**config.mk**
```make
export PLATFORM = sky130hd
export DESIGN_NAME = uart_rx_param_flat
export DESIGN_NICKNAME = d
export VERILOG_FILES = /design/src/rtl/uart_pkg.sv /design/src/rtl/uart_rx_param_if.sv /design/src/rtl/uart_rx_fifo.sv /design/src/rtl/uart_rx_param.sv /design/src/flat_wrapper.sv
export SDC_FILE = /design/constraint.sdc
export NUM_CORES = 1
export LEC_CHECK = 0
export ABC_AREA = 1
export ABC_CLOCK_PERIOD_IN_PS = 3580
export CORE_MARGIN = 2
export CORE_UTILIZATION = 60
export CTS_CLUSTER_SIZE = 25
export DETAILED_ROUTE_END_ITERATION = 10
export GPL_ROUTABILITY_DRIVEN = 0
export PLACE_DENSITY = 0.8
export SYNTH_ARGS = -nofsm -noshare
export SYNTH_HDL_FRONTEND = slang
export SYNTH_SLANG_ARGS = --single-unit
```
**constraint.sdc**
```tcl
create_clock -name clock -period 3.58 [get_ports clock]
set_input_delay 0.537 -clock clock [delete_from_list [all_inputs] [get_ports clock]]
set_output_delay 0.537 -clock clock [all_outputs]
set_load 0.01 [all_outputs]
```
**src/rtl/uart_pkg.sv**
```systemverilog
// Shared types and helpers for the parametrised UART receiver.
// Imported by the receiver top level and its testbench.
package uart_pkg;

  typedef enum logic [1:0] {
    PAR_NONE,
    PAR_EVEN,
    PAR_ODD
  } parity_e;

  typedef enum logic [2:0] {
    IDLE,
    START,
    DATA,
    PARITY,
    STOP,
    BRK_WAIT
  } rx_state_e;

  // Expected parity bit for up to 9 data bits; unused upper bits must be zero.
  function automatic logic par_calc(input logic [8:0] data, input parity_e mode);
    return (^data) ^ (mode == PAR_ODD);
  endfunction

endpackage

```
**src/rtl/uart_rx_param_if.sv**
```systemverilog
// Serial line plus output-FIFO handshake of the UART receiver.
// The master side is the receiver; the slave side is the line driver and consumer.
interface uart_rx_param_if #(
  parameter int DATA_BITS  = 8,
  parameter int FIFO_DEPTH = 4
);

  logic                          rx;
  logic [DATA_BITS-1:0]          rx_data;
  logic                          rx_perr;
  logic                          rx_ferr;
  logic                          rx_valid;
  logic                          rx_ready;
  logic [$clog2(FIFO_DEPTH):0]   fifo_count;
  logic                          overrun;
  logic                          break_det;
  logic                          err_clr;

  modport master (
    input  rx, rx_ready, err_clr,
    output rx_data, rx_perr, rx_ferr, rx_valid, fifo_count, overrun, break_det
  );

  modport slave (
    output rx, rx_ready, err_clr,
    input  rx_data, rx_perr, rx_ferr, rx_valid, fifo_count, overrun, break_det
  );

endinterface

```
**src/rtl/uart_rx_fifo.sv**
```systemverilog
// Synchronous FIFO holding received words; head word is read straight from storage.
// A write into a full FIFO is only accepted when a read happens in the same cycle.
module uart_rx_fifo #(
  parameter int WIDTH = 10,
  parameter int DEPTH = 4
) (
  input  logic                     clock,
  input  logic                     clr_n,
  input  logic                     wr_en,
  input  logic [WIDTH-1:0]         wr_data,
  input  logic                     rd_en,
  output logic [WIDTH-1:0]         rd_data,
  output logic [$clog2(DEPTH):0]   count,
  output logic                     full,
  output logic                     empty
);

  localparam int AW = $clog2(DEPTH);

  logic [WIDTH-1:0] mem [DEPTH];
  logic [AW-1:0]    wr_ptr;
  logic [AW-1:0]    rd_ptr;
  logic [AW:0]      cnt;
  logic             do_rd;
  logic             do_wr;

  assign empty   = (cnt == '0);
  assign full    = (cnt == (AW+1)'(DEPTH));
  assign do_rd   = rd_en && !empty;
  assign do_wr   = wr_en && (!full || do_rd);
  assign rd_data = mem[rd_ptr];
  assign count   = cnt;

  // Storage is cleared on reset so the head word reads as zero when idle.
  always_ff @(posedge clock or negedge clr_n) begin
    if (!clr_n) begin
      for (int i = 0; i < DEPTH; i++) begin
        mem[i] <= '0;
      end
      wr_ptr <= '0;
      rd_ptr <= '0;
      cnt    <= '0;
    end else begin
      if (do_wr) begin
        mem[wr_ptr] <= wr_data;
        wr_ptr      <= wr_ptr + 1'b1;
      end
      if (do_rd) begin
        rd_ptr <= rd_ptr + 1'b1;
      end
      case ({do_wr, do_rd})
        2'b10:   cnt <= cnt + 1'b1;
        2'b01:   cnt <= cnt - 1'b1;
        default: cnt <= cnt;
      endcase
    end
  end

endmodule

```
**src/rtl/uart_rx_param.sv**
```systemverilog
// Parametrised UART receiver: synchroniser, bit timer, 3-sample majority vote,
// frame FSM with parity/framing/break detection, feeding an output FIFO.
module uart_rx_param
  import uart_pkg::*;
#(
  parameter int      CLKS_PER_BIT = 434,
  parameter int      DATA_BITS    = 8,
  parameter parity_e PARITY       = PAR_NONE,
  parameter int      STOP_BITS    = 1,
  parameter int      FIFO_DEPTH   = 4
) (
  input logic             clock,
  input logic             clr_n,
  uart_rx_param_if.master bus
);

  localparam int CW    = $clog2(CLKS_PER_BIT);
  localparam int BW    = $clog2(DATA_BITS + 1);
  localparam int MID   = CLKS_PER_BIT / 2;
  localparam int WIDTH = DATA_BITS + 2;

  localparam logic [CW-1:0] CNT_LAST  = CW'(CLKS_PER_BIT - 1);
  localparam logic [CW-1:0] CNT_MIDM  = CW'(MID - 1);
  localparam logic [CW-1:0] CNT_MID   = CW'(MID);
  localparam logic [CW-1:0] CNT_MIDP  = CW'(MID + 1);
  localparam logic [BW-1:0] BIT_LAST  = BW'(DATA_BITS - 1);
  localparam logic          STOP_LAST = 1'(STOP_BITS - 1);

  logic                          sync1;
  logic                          sync2;
  logic                          rxs_prev;
  rx_state_e                     state;
  logic [CW-1:0]                 cnt;
  logic [BW-1:0]                 bit_idx;
  logic                          stop_idx;
  logic [DATA_BITS-1:0]          shreg;
  logic                          perr;
  logic                          ferr;
  logic                          par_vote;
  logic                          s0;
  logic                          s1;
  logic                          brk_pulse;
  logic                          overrun_q;

  logic                          decide;
  logic                          vote;
  logic                          brk_cond;
  logic                          push;
  logic [WIDTH-1:0]              push_word;
  logic                          pop;
  logic [WIDTH-1:0]              fifo_rd;
  logic [$clog2(FIFO_DEPTH):0]   fifo_cnt;
  logic                          fifo_full;
  logic                          fifo_empty;

  // Two-flop synchroniser plus a delayed copy for start-edge detection; idles high.
  always_ff @(posedge clock or negedge clr_n) begin
    if (!clr_n) begin
      sync1    <= 1'b1;
      sync2    <= 1'b1;
      rxs_prev <= 1'b1;
    end else begin
      sync1    <= bus.rx;
      sync2    <= sync1;
      rxs_prev <= sync2;
    end
  end

  // The third vote sample is the live synchronised value at the decision count.
  always_comb begin
    decide    = (state != IDLE) && (state != BRK_WAIT) && (cnt == CNT_MIDP);
    vote      = (s0 & s1) | (s0 & sync2) | (s1 & sync2);
    brk_cond  = (shreg == '0) && ((PARITY == PAR_NONE) || !par_vote) && !vote;
    push      = (state == STOP) && decide && (stop_idx == STOP_LAST)
                && !((stop_idx == 1'b0) && brk_cond);
    push_word = {perr, ferr | ~vote, shreg};
  end

  // The PARITY parameter hides the state literal of the same name, hence uart_pkg::PARITY.
  always_ff @(posedge clock or negedge clr_n) begin
    if (!clr_n) begin
      state     <= IDLE;
      cnt       <= '0;
      bit_idx   <= '0;
      stop_idx  <= 1'b0;
      shreg     <= '0;
      perr      <= 1'b0;
      ferr      <= 1'b0;
      par_vote  <= 1'b0;
      s0        <= 1'b1;
      s1        <= 1'b1;
      brk_pulse <= 1'b0;
    end else begin
      brk_pulse <= 1'b0;
      if ((state != IDLE) && (state != BRK_WAIT)) begin
        cnt <= (cnt == CNT_LAST) ? '0 : cnt + 1'b1;
        if (cnt == CNT_MIDM) s0 <= sync2;
        if (cnt == CNT_MID)  s1 <= sync2;
      end
      case (state)
        IDLE: begin
          if (rxs_prev && !sync2) begin
            cnt   <= '0;
            state <= START;
          end
        end
        START: begin
          if (decide) begin
            if (vote) begin
              state <= IDLE;
            end else begin
              state    <= DATA;
              bit_idx  <= '0;
              stop_idx <= 1'b0;
              perr     <= 1'b0;
              ferr     <= 1'b0;
              par_vote <= 1'b0;
            end
          end
        end
        DATA: begin
          if (decide) begin
            shreg <= {vote, shreg[DATA_BITS-1:1]};
            if (bit_idx == BIT_LAST) begin
              state <= (PARITY == PAR_NONE) ? STOP : uart_pkg::PARITY;
            end else begin
              bit_idx <= bit_idx + 1'b1;
            end
          end
        end
        uart_pkg::PARITY: begin
          if (decide) begin
            perr     <= (vote != par_calc(9'(shreg), PARITY));
            par_vote <= vote;
            state    <= STOP;
          end
        end
        STOP: begin
          if (decide) begin
            ferr <= ferr | ~vote;
            if ((stop_idx == 1'b0) && brk_cond) begin
              brk_pulse <= 1'b1;
              state     <= BRK_WAIT;
            end else if (stop_idx == STOP_LAST) begin
              state <= IDLE;
            end else begin
              stop_idx <= stop_idx + 1'b1;
            end
          end
        end
        BRK_WAIT: begin
          if (sync2) state <= IDLE;
        end
        default: state <= IDLE;
      endcase
    end
  end

  assign pop = !fifo_empty && bus.rx_ready;

  // A frame that finds the FIFO full with no pop is dropped; the drop beats a clear.
  always_ff @(posedge clock or negedge clr_n) begin
    if (!clr_n) begin
      overrun_q <= 1'b0;
    end else if (push && fifo_full && !pop) begin
      overrun_q <= 1'b1;
    end else if (bus.err_clr) begin
      overrun_q <= 1'b0;
    end
  end

  uart_rx_fifo #(
    .WIDTH (WIDTH),
    .DEPTH (FIFO_DEPTH)
  ) u_fifo (
    .clock   (clock),
    .clr_n   (clr_n),
    .wr_en   (push),
    .wr_data (push_word),
    .rd_en   (bus.rx_ready),
    .rd_data (fifo_rd),
    .count   (fifo_cnt),
    .full    (fifo_full),
    .empty   (fifo_empty)
  );

  assign bus.rx_data    = fifo_rd[DATA_BITS-1:0];
  assign bus.rx_ferr    = fifo_rd[DATA_BITS];
  assign bus.rx_perr    = fifo_rd[DATA_BITS+1];
  assign bus.rx_valid   = !fifo_empty;
  assign bus.fifo_count = fifo_cnt;
  assign bus.overrun    = overrun_q;
  assign bus.break_det  = brk_pulse;

endmodule

```
**src/flat_wrapper.sv**
```systemverilog
// flat-port wrapper written by rule: the top's interface ports become plain ports
module uart_rx_param_flat import uart_pkg::*;
#(
  parameter int      CLKS_PER_BIT = 434,
  parameter int      DATA_BITS    = 8,
  parameter parity_e PARITY       = PAR_NONE,
  parameter int      STOP_BITS    = 1,
  parameter int      FIFO_DEPTH   = 4
)
  (clock, clr_n, bus_rx, bus_rx_ready, bus_err_clr, bus_rx_data, bus_rx_perr, bus_rx_ferr, bus_rx_valid, bus_fifo_count, bus_overrun, bus_break_det);
  uart_rx_param_if #(.DATA_BITS(DATA_BITS), .FIFO_DEPTH(FIFO_DEPTH)) bus_i ();
  input logic clock;
  input logic clr_n;
  input wire logic [$bits(bus_i.rx)-1:0] bus_rx;
  input wire logic [$bits(bus_i.rx_ready)-1:0] bus_rx_ready;
  input wire logic [$bits(bus_i.err_clr)-1:0] bus_err_clr;
  output wire logic [$bits(bus_i.rx_data)-1:0] bus_rx_data;
  output wire logic [$bits(bus_i.rx_perr)-1:0] bus_rx_perr;
  output wire logic [$bits(bus_i.rx_ferr)-1:0] bus_rx_ferr;
  output wire logic [$bits(bus_i.rx_valid)-1:0] bus_rx_valid;
  output wire logic [$bits(bus_i.fifo_count)-1:0] bus_fifo_count;
  output wire logic [$bits(bus_i.overrun)-1:0] bus_overrun;
  output wire logic [$bits(bus_i.break_det)-1:0] bus_break_det;
  assign bus_i.rx = bus_rx;
  assign bus_i.rx_ready = bus_rx_ready;
  assign bus_i.err_clr = bus_err_clr;
  assign bus_rx_data = bus_i.rx_data;
  assign bus_rx_perr = bus_i.rx_perr;
  assign bus_rx_ferr = bus_i.rx_ferr;
  assign bus_rx_valid = bus_i.rx_valid;
  assign bus_fifo_count = bus_i.fifo_count;
  assign bus_overrun = bus_i.overrun;
  assign bus_break_det = bus_i.break_det;
  uart_rx_param #(.CLKS_PER_BIT(CLKS_PER_BIT), .DATA_BITS(DATA_BITS), .PARITY(PARITY), .STOP_BITS(STOP_BITS), .FIFO_DEPTH(FIFO_DEPTH)) u_core (.clock(clock), .clr_n(clr_n), .bus(bus_i));
endmodule
```
==> flow_summary.json, run 1 <==
{
  "vias": 3049,
  "die_x_microns": 86.6,
  "reg2reg_depth": 14,
  "ys_seq_area_share_pct": 49.1,
  "wl_met2_microns": 3700,
  "clock_skew_ns": 0.0113,
  "area_growth_pct": 8.96,
  "grt_max_degree": 81,
  "drv_cap": 0,
  "detail-route-antenna-nets": 0,
  "powerDensity_nw_per_um2": 613,
  "postCtsResizedCells": 0,
  "synth.avg_cell_area_sq_um": 9.05,
  "root_buffer": "clkbuf_8",
  "status": "completed",
  "h-tree-depth": 3,
  "path_class": "reg2out",
  "first_global_vias": 2831,
  "setup_violations": 0,
  "clockBufferDepth": 2,
  "power.internal_mw": 1.68,
  "leakage_nw": 2.11,
  "cts_tree": "done",
  "slew-limit-headroom_pct": 35.1,
  "fin_setup_tns_ns": 0,
  "coreArea_sq_um": 6680,
  "seq_power_share_pct": 41.3,
  "yosys.area.top_type_share_pct": 45.9,
  "p_sw_share_pct": 38.4,
  "met3_length_microns": 289,
  "critical_path_arrival_ns": 2.40,
  "drtIter0Drc": 204,
  "yosys.area.top_type": "dfrtp_1",
  "track_usage_pct": 22.1,
  "drc": 0,
  "peakVddDrop_uv": 347,
  "hold_viol": 0,
  "clkPwrFrac_pct": 23.3,
  "antenna_found_initial": 0,
  "fin_crit_sh_pct": 82.2,
  "critPathCaptureType": "output port",
  "fillCellCount": 526,
  "switchingPower_mw": 1.05,
  "yosys_warnings": 0,
  "crit_required_ns": 3.04,
  "ys_types": 39,
  "postLayoutCoreUtil_pct": 66.7,
  "cts_buffers": 9,
  "post-cts-setup-buffers": 0,
  "final_common_cell": "nand2_1",
  "min_path_type": "in2async",
  "synth_area_sq_um": 4090,
  "final_cell_mix": "nand2_1, dfrtp_1, inv_1",
  "fmax_mhz": 340,
  "wl_microns": 7480,
  "antenna_cells": 0,
  "avgRoutedWirePerCell_microns": 13.5,
  "layout.nets": 488,
  "multi_input_area_sq_um": 1790,
  "rsz0062_at_grt": "false",
  "path_max_fanout": 22,
  "clk_latency_ns": 0.36,
  "firstDrtPassIters": 5,
  "wl_met1_microns": 3400,
  "grt_pass1_wl_microns": 13000,
  "io_pins": 21,
  "synth-seq-cells": 80,
  "die_h_microns": 86.6,
  "clkSinkCount": 80,
  "via_per_inst": 5.50,
  "tightest_slew_ns": 0.974,
  "combPwrFrac_pct": 35.4,
  "highest_layer": "met4",
  "layout_min_cycle_time_ns": 2.94,
  "synthCells": 452,
  "die_area_sq_um": 7500,
  "start_util_pct": 61.2,
  "synth_fp_nets": 471,
  "cts_hold_buf": 0,
  "grt-ovfl-total": 0,
  "rows": 30,
  "clkSlewWorstSetupHoldPaths_ns": 0.09,
  "place_hpwl_microns": 5270,
  "layout-drive-gt1-share_pct": 14.8,
  "maxSlewViolCount": 0,
  "port_buffers": 20,
  "regArea_sq_um": 2010,
  "synth_area_leaders": "dfrtp_1, nand2_1, o21ai_0",
  "critPathLaunchType": "flop"
}
==> path summary, 6_finish.rpt <==
path	slack, ns	start	endpoint
setup / recovery	0.64	u_core.u_fifo.rd_ptr[0]$_DFFE_PN0P_	bus_rx_ferr
hold / removal	0.32	clr_n	u_core.u_fifo.mem[5]$_DFFE_PN0P_
setup reg to reg	1.36	u_core.sync2$_DFF_PN1_	u_core.u_fifo.count[2]$_DFFE_PN0P_
hold reg to reg	0.36	u_core.sync1$_DFF_PN1_	u_core.sync2$_DFF_PN1_
max in group asynchronous	2.63	clr_n	u_core.bit_idx[1]$_DFFE_PN0P_
min in group clock	0.36	u_core.sync1$_DFF_PN1_	u_core.sync2$_DFF_PN1_
==> cells by family after synthesis <==
logic type,after synthesis,synth area share [%]
AO/OA/AOI/OAI,111,16.3
flip-flops,80,49.1
adder cells (fa/ha/maj),14,4.46
XOR/XNOR,8,1.71
AND/OR/NAND/NOR,179,21.2
buffers and inverters,60,7.28
==> layout make-up <==
| cell class | count | area share [%] |
|---|---|---|
| flip-flops and latches | 80 | 45.0 |
| multi-input cells | 312 | 40.1 |
| repair buffers | 20 | 4.43 |
| inverters | 46 | 3.99 |
| clock buffers | 10 | 3.09 |
| well taps | 80 | 2.25 |
| clock inverters | 6 | 1.15 |
==> cells in the mapped netlist, drive strengths merged <==
library cell / count
ha: 13
buf: 9
o2111ai: 1
nor3b: 2
o211ai: 2
a21oi: 13
nand4: 2
dfrtp: 75
o31ai: 1
nor3: 4
fa: 1
dfstp: 5
o21ai: 81
xor2: 5
o22ai: 11
clkbuf: 5
a211oi: 1
o21a: 1
inv: 46
nand3: 16
xnor2: 3
nor2: 44
nand2: 109
or2: 2
==> per-layer routing <==
metal / vias to the layer above / GRT usage (%)
li1: 1521 / -
met1: 1469 / 29.5
met2: 50 / 36.1
met3: 9 / 4.29
met4: 0 / 8.10
met5: - / 0
==> sequential cells by signal (all words and copies together) (netlist names) <==
register and flops:
u_core.state 3, u_core.rxs_prev 1, u_core.s0 1, u_core.u_fifo.rd_ptr 2
u_core.s1 1, u_core.sync1 1, u_core.u_fifo.wr_ptr 2, u_core.ferr 1
u_core.bus.overrun 1, u_core.sync2 1, u_core.shreg 8, u_core.bit_idx 4
u_core.u_fifo.mem 40, u_core.u_fifo.count 3, u_core.perr 1, u_core.bus.break_det 1
u_core.cnt 9
==> power groups by stage <==
| stage | Clock, mW | Sequential [mW] | Combinational (mW) |
|---|---|---|---|
| 2_1_floorplan | 0 | 1.10 | 0.661 |
| 3_3_place_gp | 0 | 1.14 | 0.927 |
| 3_5_place_dp | 0 | 1.14 | 0.963 |
| 4_1_cts | 0.649 | 1.13 | 0.969 |
| 5_1_grt | 0.697 | 1.14 | 1.09 |
| 6_report | 0.637 | 1.13 | 0.966 |
==> stage by stage <==
step | std cells | hold WS (ns) | power [mW] | area, sq um | worst slack (ns)
final | 554 | 0.320 | 2.73 | 4460 | 0.639
after global routing | 554 | 0.368 | 2.93 | 4460 | 0.488
after CTS | 554 | 0.361 | 2.75 | 4460 | 0.641
after detailed placement | 538 | 0.349 | 2.11 | 4270 | 1.04
after global placement | 538 | 0.348 | 2.06 | 4270 | 1.18
after floorplan | 452 | 0.241 | 1.76 | 4090 | 1.60
==> worst max-delay path: stages, from the launching register on <==
cell,delay (ns)
dfrtp_1,0.71
inv_1,0.44
o21ai_0,0.31
o22ai_1,0.11
clkdlybuf4s50_1,0.48
No activity file was read; power rests on OpenSTA's default activity.
==> run 2: changes to the inputs <==
- ABC_CLOCK_PERIOD_IN_PS: 3580 -> 2570
- CORE_UTILIZATION: 60 -> 54
- PLACE_DENSITY: 0.8 -> 0.76
- clock period: 3.58 -> 2.57 ns (I/O delays scaled with it)
==> flow_summary.json, run 2 (synthesized netlist as in run 1, its figures left out) <==
{
  "drv_cap": 0,
  "fmax_mhz": 411,
  "grt_max_degree": 53,
  "r2r_end": "u_core.u_fifo.count[2]$_DFFE_PN0P_",
  "peakVddDrop_uv": 514,
  "rsz0062_at_grt": "false",
  "via_per_inst": 5.20,
  "crit_chain": "inv_1 > buf_4 > o21ai_0 > o22ai_1 > clkdlybuf4s50_1",
  "critical_path_arrival_ns": 2.05,
  "hold_viol": 0,
  "h-tree-depth": 3,
  "first_global_vias": 3077,
  "cts_hold_buf": 0,
  "area_growth_pct": 10.9,
  "grt_pass1_wl_microns": 14200,
  "place_hpwl_microns": 5460,
  "start_util_pct": 56.1,
  "path_max_fanout": 11,
  "grt-ovfl-total": 0,
  "firstDrtPassIters": 5,
  "min_path_type": "in2async",
  "layout_min_cycle_time_ns": 2.44,
  "io_pins": 21,
  "powerDensity_nw_per_um2": 861,
  "coreArea_sq_um": 7290,
  "cts_tree": "done",
  "postPlaceCellArea_sq_um": 4340,
  "fin_area_sq_um": 4540,
  "leakage_nw": 2.14,
  "antenna_cells": 0,
  "slew-limit-headroom_pct": 54.8,
  "die_area_sq_um": 8290,
  "critical_path.max_stage_delay_ns": 0.57,
  "postCtsResizedCells": 0,
  "antenna_found_initial": 0,
  "layout.nets": 492,
  "die_h_microns": 91.0,
  "clkSlewWorstSetupHoldPaths_ns": 0.09,
  "cts_buffers": 9,
  "die_x_microns": 91.0,
  "rows": 31,
  "crit_required_ns": 2.18,
  "final_common_cell": "nand2_1",
  "critPathLaunchType": "flop",
  "detail-route-antenna-nets": 0,
  "track_usage_pct": 21.2,
  "layout-drive-gt1-share_pct": 15.7,
  "drtIter0Drc": 138,
  "tightest_slew_ns": 0.678,
  "largest_reg_flops": 40,
  "r2r_slack_ns": 0.44,
  "fillCellCount": 630,
  "clock_skew_ns": 0.0136,
  "root_buffer": "clkbuf_8",
  "vias": 3003,
  "fin_crit_sh_pct": 94.8,
  "clkSinkCount": 80,
  "path_class": "reg2out",
  "crit_slowest_cell": "clkdlybuf4s50_1",
  "status": "completed",
  "critPathCaptureType": "output port",
  "clockBufferDepth": 2,
  "r2r_start": "u_core.sync2$_DFF_PN1_",
  "fin_setup_tns_ns": 0,
  "avgRoutedWirePerCell_microns": 13.7,
  "setup_violations": 0,
  "port_buffers": 20,
  "maxSlewViolCount": 0,
  "final_cell_mix": "nand2_1, dfrtp_1, inv_1",
  "wl_microns": 7880,
  "post-cts-setup-buffers": 0,
  "reg2reg_depth": 14,
  "drc": 0,
  "regMostFlops": "u_core.u_fifo.mem",
  "reg_top3": "u_core.u_fifo.mem x40, u_core.cnt x9, u_core.shreg x8",
  "clk_latency_ns": 0.36
}
## run 2: how the worst max path moves through the flow
stage,startpoint,to,slack [ns],depth (start not counted)
2_1_floorplan,u_core.sync2$_DFF_PN1_,u_core.u_fifo.count[2]$_DFFE_PN0P_,0.59,14
3_3_place_gp,u_core.sync2$_DFF_PN1_,u_core.u_fifo.count[2]$_DFFE_PN0P_,0.50,14
3_5_place_dp,u_core.sync2$_DFF_PN1_,u_core.u_fifo.count[2]$_DFFE_PN0P_,0.45,14
4_1_cts,u_core.u_fifo.rd_ptr[0]$_DFFE_PN0P_,bus_rx_data[3],0.10,5
5_1_grt,u_core.u_fifo.rd_ptr[0]$_DFFE_PN0P_,bus_rx_data[3],0.02,5
6_report,u_core.u_fifo.rd_ptr[0]$_DFFE_PN0P_,bus_rx_data[3],0.13,5
## run 2: critical path: cells and delay by family (launching register included)
kind,cells,cell delay (ns)
compound gates,2,0.24
buf+inv,3,1.08
flops,1,0.38
## run 2: final cells by class
cell class	instances	area, sq um	share of cell area (%)
Sequential cell	80	2010	44.3
Multi-Input combinational cell	312	1790	39.4
Timing Repair Buffer	24	240	5.30
Inverter	46	178	3.92
Clock buffer	9	124	2.73
Tap cell	99	124	2.73
Clock inverter	7	77.6	1.71
## run 2: where the power goes
group	internal (mW)	leakage (nW)	switching [mW]
sequential	1.38	1.06	0.147
combinational	0.604	0.980	0.832
clock	0.457	0.100	0.488
total	2.44	2.14	1.47
## run 2: metal layers
| metal | global-route usage [%] | part of all wire (%) |
|---|---|---|
| met1 | 27.1 | 47 |
| met2 | 36.0 | 49 |
| met3 | 4.73 | 3.2 |
| met4 | 6.69 | 1.3 |
| met5 | 0 | 0 |
## run 2: stage by stage
stage	total power, mW	setup slack [ns]	instances	hold slack, ns	utilization [%]
after global routing	4.19	0.0156	577	0.106	62.2
after floorplan	2.45	0.589	452	0.0899	-
final	3.91	0.135	577	0.0485	62.2
after global placement	2.95	0.497	561	0.347	59.5
after CTS	3.93	0.104	577	0.0767	62.2
after detailed placement	2.99	0.452	561	0.348	59.5
==> run 3: changes to the inputs <==
- ABC_AREA: 1 -> default
==> flow_summary.json, run 3 <==
{
  "start_util_pct": 56.3,
  "yosys.area.top_type_share_pct": 45.5,
  "layout_min_cycle_time_ns": 2.38,
  "detail-route-antenna-nets": 0,
  "clockBufferDepth": 2,
  "synth_edf_count": 0,
  "crit_chain": "buf_4 > mux4_2 > clkdlybuf4s50_1",
  "ys_seq_area_share_pct": 48.7,
  "regMostFlops": "u_core.u_fifo.mem",
  "firstDrtPassIters": 4,
  "fmax_mhz": 420,
  "coreArea_sq_um": 7330,
  "clk_latency_ns": 0.35,
  "clock_skew_ns": 0.0101,
  "min_path_type": "in2async",
  "yosys.area.top_type": "dfrtp_1",
  "tightest_slew_ns": 0.592,
  "layout-drive-gt1-share_pct": 26.1,
  "synth.avg_cell_area_sq_um": 12.9,
  "largest_reg_flops": 40,
  "synth-seq-cells": 80,
  "powerDensity_nw_per_um2": 550,
  "io_pins": 21,
  "clkSlewWorstSetupHoldPaths_ns": 0.09,
  "crit_slowest_cell": "mux4_2",
  "path_class": "reg2out",
  "peakVddDrop_uv": 453,
  "leakage_nw": 2.20,
  "crit_required_ns": 2.18,
  "r2r_slack_ns": 0.25,
  "reg_top3": "u_core.u_fifo.mem x40, u_core.cnt x9, u_core.shreg x8",
  "r2r_end": "u_core.u_fifo.count[1]$_DFFE_PN0P_",
  "cts_buffers": 9,
  "antenna_cells": 0,
  "synth-main-ff-cell": "dfrtp_1",
  "hold_viol": 0,
  "post-cts-setup-buffers": 0,
  "h-tree-depth": 3,
  "critical_path.max_stage_delay_ns": 0.56,
  "grt_max_degree": 47,
  "critPathLaunchType": "flop",
  "cts_tree": "done",
  "first_global_vias": 2698,
  "root_buffer": "clkbuf_8",
  "slew-limit-headroom_pct": 60.5,
  "avgRoutedWirePerCell_microns": 16.5,
  "vias": 2525,
  "synth_fp_nets": 339,
  "total_power_mw": 2.56,
  "grt-ovfl-total": 0,
  "path_max_fanout": 12,
  "rsz0062_at_grt": "false",
  "via_per_inst": 5.59,
  "synth.most_common_cell": "dfrtp_1",
  "synthCells": 320,
  "critPathCaptureType": "output port",
  "fin_setup_tns_ns": 0,
  "die_h_microns": 91.4,
  "area_growth_pct": 12.9,
  "synth_commonest_cells": "dfrtp_1, mux2_4, nand2_1",
  "die_area_sq_um": 8360,
  "synthArstFlopShare_pct": 100,
  "antenna_found_initial": 0,
  "dp.cells": 436,
  "ys_types": 55,
  "drv_cap": 0,
  "final_common_cell": "dfrtp_1",
  "synth_area_leaders": "dfrtp_1, mux2_4, mux4_2",
  "yosys_warnings": 0,
  "instances_no_fill": 452,
  "grt_pass1_wl_microns": 13200,
  "cts_hold_buf": 0,
  "setup_violations": 0,
  "drc": 0,
  "rows": 31,
  "clkSinkCount": 80,
  "status": "completed",
  "fin_crit_sh_pct": 92.7,
  "reg2reg_depth": 7,
  "r2r_start": "u_core.shreg[2]$_DFFE_PN0P_",
  "die_x_microns": 91.4,
  "postCtsResizedCells": 0,
  "synth_area_sq_um": 4130,
  "track_usage_pct": 20.0,
  "port_buffers": 20,
  "place_hpwl_microns": 5180,
  "wl_microns": 7440,
  "final_cell_mix": "dfrtp_1, mux2_4, nand2_1",
  "layout.nets": 367,
  "maxSlewViolCount": 0,
  "critical_path_arrival_ns": 2.00,
  "drtIter0Drc": 105
}
==> run 3: worst max-delay path: cells and delay by family, from the launching register on <==
kind,cells,cell delay (ns)
buffers and inverters,2,0.75
muxes,1,0.56
DFF,1,0.33
==> run 3: per-layer routing <==
layer	up-vias	track usage (%)	share of wire, %
li1	1196	-	-
met1	1276	26.4	46
met2	47	32.4	50
met3	6	5.23	3.3
met4	0	6.19	0.95
met5	-	0	0
==> run 3: cell families after synthesis <==
kind of cell    share of synthesized area (%)
compound gates                           6.67
xor+xnor                                 3.61
fa+ha+maj                                4.70
buf+inv                                  2.91
flops                                    48.7
mux                                      21.6
simple gates                             11.9
==> run 3: area by class of cell <==
class,instances,area (sq um)
timing repair buffer,28,270
clock inverter,7,80.1
inverter,15,56.3
fill,527,2670
sequential,80,2010
multi-input combinational,214,2000
clock buffer,9,124
tap,99,124
==> run 3: how the worst max path moves through the flow <==
stage,slack (ns),from,cells after the start,end
6_report,0.19,u_core.u_fifo.rd_ptr[0]$_DFFE_PN0P_,3,bus_rx_data[7]
5_1_grt,0.07,u_core.shreg[2]$_DFFE_PN0P_,9,u_core.u_fifo.count[2]$_DFFE_PN0P_
4_1_cts,0.16,u_core.u_fifo.rd_ptr[0]$_DFFE_PN0P_,3,bus_rx_data[7]
3_5_place_dp,0.11,bus_rx_ready,5,u_core.u_fifo.count[1]$_DFFE_PN0P_
3_3_place_gp,0.16,bus_rx_ready,5,u_core.u_fifo.count[1]$_DFFE_PN0P_
2_1_floorplan,0.31,u_core.sync2$_DFF_PN1_,6,u_core.u_fifo.count[1]$_DFFE_PN0P_
==> run 3: metrics by stage <==
step	setup slack (ns)	cell area, sq um	hold WS, ns	util, %
finish	0.187	4660	0.0253	63.6
global route	0.0746	4660	0.0672	63.6
CTS	0.160	4660	0.0410	63.6
detailed placement	0.106	4460	0.348	60.8
global placement	0.163	4460	0.347	60.8
floorplan	0.313	4130	0.0899	-
==> run 3: power by group <==
group / total [mW] / switching [mW] / leakage, nW / internal [mW]
logic: 0.236 / 0.133 / 1.03 / 0.104
clock network: 0.944 / 0.486 / 0.0964 / 0.458
registers: 1.38 / 0.0708 / 1.08 / 1.31
total: 2.56 / 0.689 / 2.20 / 1.87
